===== src/rtl/synch_down_counter.sv =====
// -----------------------------------------------------------------------------
// synch_down_counter
//   Loadable synchronous down counter with terminal-count pulse, one-shot and
//   auto-reload modes. A three-state control FSM (IDLE / RUN / DONE) tracks
//   whether a count is running, has finished, or is idle.
//
// Optional feature macro: SYNCH_DOWN_PRESCALE_EN
//   When defined, a prescaler makes every PRESCALE-th enabled RUN cycle a
//   step. When undefined, every enabled RUN cycle is a step.
//
// Parameters:
//   WIDTH     counter / load-value width in bits (>= 2)
//   PRESCALE  enabled cycles per step when the prescaler is built (2..256)
//
// Ports:
//   clk          rising-edge clock
//   reset        synchronous active-high reset, highest priority
//   en           count enable
//   load         load strobe (priority over en)
//   load_val     start value, also captured as the reload value
//   auto_reload  1 = periodic, 0 = one-shot (looked at when Q==1 steps)
//   Q            current count (registered)
//   tc           one-cycle terminal-count pulse (registered)
//   busy         high while in RUN (registered)
//   done         high while in DONE (registered)
// -----------------------------------------------------------------------------
module synch_down_counter #(
  parameter int WIDTH    = 4,
  parameter int PRESCALE = 4
) (
  input  logic             clk,
  input  logic             reset,
  input  logic             en,
  input  logic             load,
  input  logic [WIDTH-1:0] load_val,
  input  logic             auto_reload,
  output logic [WIDTH-1:0] Q,
  output logic             tc,
  output logic             busy,
  output logic             done
);

  typedef enum logic [1:0] {
    ST_IDLE = 2'd0,
    ST_RUN  = 2'd1,
    ST_DONE = 2'd2
  } state_t;

  state_t           state_q, state_d;
  logic [WIDTH-1:0] cnt_q, cnt_d;
  logic [WIDTH-1:0] reload_q, reload_d;
  logic             tc_q, tc_d;
  logic             busy_q, busy_d;
  logic             done_q, done_d;
  logic             step_s;

  // Elaboration-time guard on parameter ranges.
  if ((WIDTH < 2) || (PRESCALE < 2) || (PRESCALE > 256)) begin : g_param_check
    $error("synch_down_counter: WIDTH must be >= 2 and PRESCALE in 2..256");
  end

`ifdef SYNCH_DOWN_PRESCALE_EN
  localparam int            PW       = $clog2(PRESCALE);
  localparam logic [PW-1:0] PRE_LAST = PW'(PRESCALE - 1);

  logic [PW-1:0] pre_q, pre_d;

  // Prescaler next value and step strobe: counts enabled RUN cycles only.
  always_comb begin
    pre_d  = pre_q;
    step_s = 1'b0;
    if (load) begin
      pre_d = {PW{1'b0}};
    end else if (state_q == ST_RUN) begin
      if (en) begin
        if (pre_q == PRE_LAST) begin
          // Wrap doubles as the clear on entry to DONE after the last step.
          pre_d  = {PW{1'b0}};
          step_s = 1'b1;
        end else begin
          pre_d  = pre_q + PW'(1);
          step_s = 1'b0;
        end
      end else begin
        pre_d = pre_q;
      end
    end else begin
      pre_d = {PW{1'b0}};
    end
  end

  // Prescaler register.
  always_ff @(posedge clk) begin
    if (reset) begin
      pre_q <= {PW{1'b0}};
    end else begin
      pre_q <= pre_d;
    end
  end
`else
  // Without the prescaler every enabled cycle is a step.
  assign step_s = en;
`endif

  // Next-state, count and terminal-count logic.
  always_comb begin
    state_d  = state_q;
    cnt_d    = cnt_q;
    reload_d = reload_q;
    tc_d     = 1'b0;
    if (load) begin
      // Load discards any pending terminal count.
      cnt_d    = load_val;
      reload_d = load_val;
      if (load_val != {WIDTH{1'b0}}) begin
        state_d = ST_RUN;
      end else begin
        state_d = ST_IDLE;
      end
    end else begin
      case (state_q)
        ST_RUN: begin
          if (step_s) begin
            if (cnt_q == WIDTH'(1)) begin
              cnt_d = {WIDTH{1'b0}};
              tc_d  = 1'b1;
              if (auto_reload) begin
                state_d = ST_RUN;
              end else begin
                state_d = ST_DONE;
              end
            end else if (cnt_q == {WIDTH{1'b0}}) begin
              // Only reachable in auto-reload: the zero cycle closes the period.
              cnt_d = reload_q;
            end else begin
              cnt_d = cnt_q - WIDTH'(1);
            end
          end else begin
            cnt_d = cnt_q;
          end
        end
        ST_IDLE: begin
          cnt_d = cnt_q;
        end
        ST_DONE: begin
          cnt_d = cnt_q;
        end
        default: begin
          // Unreachable encoding: recover to a quiet idle state.
          state_d = ST_IDLE;
          cnt_d   = {WIDTH{1'b0}};
        end
      endcase
    end
    busy_d = (state_d == ST_RUN);
    done_d = (state_d == ST_DONE);
  end

  // State, count and output registers.
  always_ff @(posedge clk) begin
    if (reset) begin
      state_q  <= ST_IDLE;
      cnt_q    <= {WIDTH{1'b0}};
      reload_q <= {WIDTH{1'b0}};
      tc_q     <= 1'b0;
      busy_q   <= 1'b0;
      done_q   <= 1'b0;
    end else begin
      state_q  <= state_d;
      cnt_q    <= cnt_d;
      reload_q <= reload_d;
      tc_q     <= tc_d;
      busy_q   <= busy_d;
      done_q   <= done_d;
    end
  end

  assign Q    = cnt_q;
  assign tc   = tc_q;
  assign busy = busy_q;
  assign done = done_q;

endmodule


===== config.mk =====
export PLATFORM = sky130hd
export DESIGN_NAME = synch_down_counter
export DESIGN_NICKNAME = d
export VERILOG_FILES = /design/src/rtl/synch_down_counter.sv
export SDC_FILE = /design/constraint.sdc
export NUM_CORES = 1
export LEC_CHECK = 0
export ABC_CLOCK_PERIOD_IN_PS = 2800
export CORE_MARGIN = 2
export CORE_UTILIZATION = 50
export CTS_CLUSTER_DIAMETER = 100
export DETAILED_ROUTE_END_ITERATION = 7
export GPL_TIMING_DRIVEN = 0
export PLACE_DENSITY = 0.89
export SLEW_MARGIN = 20
export SYNTH_ARGS = -nofsm -noshare
export SYNTH_HDL_FRONTEND = slang
export SYNTH_SLANG_ARGS = --single-unit

===== constraint.sdc =====
create_clock -name clk -period 2.8 [get_ports clk]
set_input_delay 0.28 -clock clk [delete_from_list [all_inputs] [get_ports clk]]
set_output_delay 0.28 -clock clk [all_outputs]
set_load 0.005 [all_outputs]

==> metrics.md <==
| Metric | Value |
|---|---|
| Crit path cell chain | inv_1, ha_1, or3b_4, or4b_4, a211oi_1 |
| CP Data Arrival Time | 2.08 ns |
| DR WL/cell | 15.0 µm |
| Max_cap viols | 0 |
| Gate power share | 0.203 |
| Routability-driven placement congestion ratio | 0.788 |
| Final setup violation count | 0 |
| Worst Skew | 0.00715 ns |
| Congestion Overflow GR | 0 |
| Post-Syn Area | 664 µm² |
| Number of global-route vias before repair | 492 |
| Routed WL | 1.56 mm |
| Post-CTS Setup Inserts | 0 |
| Rows | 13 |
| Die X | 40.5 µm |
| Final antenna-violating net count | 0 |
| CP Max Fanout | 6 |
| Crit start category | flop |
| Critical Path RT | 3.00 ns |
| Layout Nets | 102 |
| CTS tree | built |
| Synth Area per Inst | 9.49 µm² |
| Die extent in y | 40.5 µm |
| Slew @ Worst Pin | 0.551 ns |
| Netlist cell types | 27 |
| Max Root-Sink Buffers | 2 |
| Yosys reg bits | 13 |
| Largest net degree at the start of global routing | 11 |
| Via count | 610 |
| PwrDens | 475 nW/µm² |
| YS warnings | 0 |
| Max_slew headroom | 0.628 |
| CTS H-tree lvls | 1 |
| Clock network fraction of total power | 0.296 |
| Root Buffer | clkbuf_4 |
| CP max stage cell | or4b_4 |
| 1st-pass router iterations | 4 |
| Cells after Synth | 70 |
| Buf/Inv on CP | 1 |
| Clock Latency Late Sink | 0.28 ns |
| Multi-input gate area | 382 µm² |
| Worst VDD drop | 0.231 mV |
| Sequential group share of total power | 0.501 |
| Die area | 1640 µm² |
| I/O Buffers | 15 |
| CP Class | reg -> reg |
| Drt first-iter violations | 13 |
| Hold-fix buffers, CTS | 0 |
| Top delay family on crit path | simple AND/OR/NAND/NOR gates |
| DRC | 0 |
| Reg clk slew, reported paths | 0.09 ns |
| FF+latch area | 260 µm² |
| Core box area | 1270 µm² |
| Post-CTS sizing | 0 |
| CTS buffer count | 3 |
| Unrepaired setup endpoints after global routing | no |
| Final hold violation count | 0 |
| Hold Crit Class | reg -> reg |
| Mapped Nets | 82 |
| Initial core utilization | 0.524 |
| Final Core Density | 0.678 |
| Initial antenna violation count | 0 |
| Critical Path Sink Type | flop |
| Period minus WS final | 1.88 ns |
| All-layer global routing usage | 0.203 |
| Final setup TNS | 0 ns |
| Register area share after synthesis | 0.392 |
| Max Clk Rate | 531 MHz |
| Layout area overhead | 29.4% |
| Switching Fraction | 0.276 |
| Routed vias/inst | 5.87 |
| Fillers | 118 |
| Delay of the slowest critical-path stage | 0.53 ns |
| P_int | 0.296 mW |
| Status | completed |
| Sw Pwr | 0.113 mW |
| Dpl hpwl | 1.17 mm |
| Static Leakage | 0.322 nW |
| CTS Sinks | 13 |
| Pins Over Slew Limit | 0 |
| Num ports | 16 |
| Final period utilization | 0.673 |
| Diodes inserted | 0 |
| Layout cells sized above 1 | 0.0562 |
| First-pass GRT wire length | 2.11 mm |
==> placed cells by master, fill, tap and decap left out, drive strengths merged <==
| master | synthesis | layout |
|---|---|---|
| a211oi | 2 | 2 |
| clkbuf | 2 | 6 |
| nand2 | 2 | 2 |
| o22ai | 3 | 3 |
| a41o | 1 | 1 |
| inv | 4 | 4 |
| o21ai | 2 | 2 |
| nor4bb | 1 | 1 |
| or4b | 1 | 1 |
| ha | 3 | 3 |
| nor2b | 4 | 4 |
| mux2i | 6 | 6 |
| nand3b | 1 | 1 |
| a22oi | 4 | 4 |
| nor4 | 1 | 1 |
| nand3 | 1 | 1 |
| a211o | 1 | 1 |
| nor4b | 1 | 1 |
| o41ai | 1 | 1 |
| nand2b | 3 | 3 |
| o32ai | 1 | 1 |
| a311oi | 1 | 1 |
| nor2 | 5 | 5 |
| clkdlybuf4s50 | 0 | 15 |
| or3b | 1 | 1 |
| a21oi | 2 | 2 |
| nor3b | 3 | 3 |
| dfxtp | 13 | 13 |
==> power by group through the flow <==
stage          logic [mW]  clock network [mW]  registers (mW)
2_1_floorplan      0.0481                   0           0.206
3_3_place_gp       0.0795                   0           0.208
3_5_place_dp       0.0827                   0           0.209
4_1_cts            0.0833               0.122           0.204
5_1_grt            0.0911               0.125           0.205
6_report           0.0828               0.121           0.204
==> cell type report <==
| cell class | instances | share of cell area |
|---|---|---|
| Buffer | 2 | 0.00873 |
| Clock buffer | 4 | 0.0306 |
| Inverter | 4 | 0.0175 |
| Multi-Input combinational cell | 51 | 0.444 |
| Sequential cell | 13 | 0.303 |
| Tap cell | 15 | 0.0218 |
| Timing Repair Buffer | 15 | 0.175 |
==> worst reg2reg max path: stages, from the launching register on <==
cell and delay, ns:
dfxtp_1 0.36, inv_1 0.13, ha_1 0.15, or3b_4 0.41, or4b_4 0.53, a211oi_1 0.23
==> Yosys cell counts <==
cell	n	area, µm²
dfxtp_1	13	260
o41ai_1	1	8.76
a41o_1	1	10.0
nand2b_1	3	18.8
a211o_1	1	8.76
nor4_1	1	6.26
a311oi_1	1	8.76
o21ai_0	2	10.0
nand3b_1	1	7.51
a22oi_1	4	30.0
clkbuf_1	2	7.51
or3b_4	1	11.3
inv_1	4	15.0
a211oi_1	2	15.0
nor2b_1	4	25.0
nor4b_1	1	8.76
nor3b_1	3	22.5
nor2_1	5	18.8
a21oi_1	2	10.0
o32ai_1	1	8.76
nand3_1	1	5.00
ha_1	3	37.5
nand2_1	2	7.51
mux2i_1	6	60.1
o22ai_1	3	18.8
or4b_4	1	13.8
nor4bb_1	1	10.0
==> path summary, 6_finish.rpt <==
path	startpoint	endpoint	slack, ns	cells after the start
setup / recovery	Q[1]	done	0.92	5
hold / removal	reload_q[3]	reload_q[3]	0.53	2
setup reg to reg	Q[1]	done	0.92	5
hold reg to reg	reload_q[3]	reload_q[3]	0.53	2
==> sequential cells by signal, indices dropped and copies added (netlist names) <==
register	count
state_q	2
tc	1
Q	4
reload_q	4
done	1
busy	1
==> kinds of logic after synthesis <==
family,after synthesis,share of synthesized area
buffers and inverters,6,0.0339
AND/OR/NAND/NOR,24,0.234
flip-flops,13,0.392
AO/OA/AOI/OAI,18,0.194
multiplexers,6,0.0904
adder cells (fa/ha/maj),3,0.0565
==> metrics by stage <==
step | hold WS (ns) | instance area (µm²) | std cells | setup WS, ns | power, mW
after floorplan | 0.394 | 664 | 70 | 1.04 | 0.254
after global placement | 0.483 | 833 | 100 | 0.943 | 0.287
after detailed placement | 0.514 | 833 | 100 | 0.945 | 0.291
after CTS | 0.536 | 860 | 104 | 0.915 | 0.410
after global routing | 0.553 | 860 | 104 | 0.823 | 0.422
final | 0.527 | 860 | 104 | 0.916 | 0.408
==> routing by layer <==
layer  up-vias  GRT usage  routed length [µm]
met2        18      0.353                 753
met5         -          0                   0
li1        300          -                   -
met1       285      0.237                 699
met4         0     0.0750                  25
met3         7     0.0500                  86
Power figures use the tool's default switching activity.
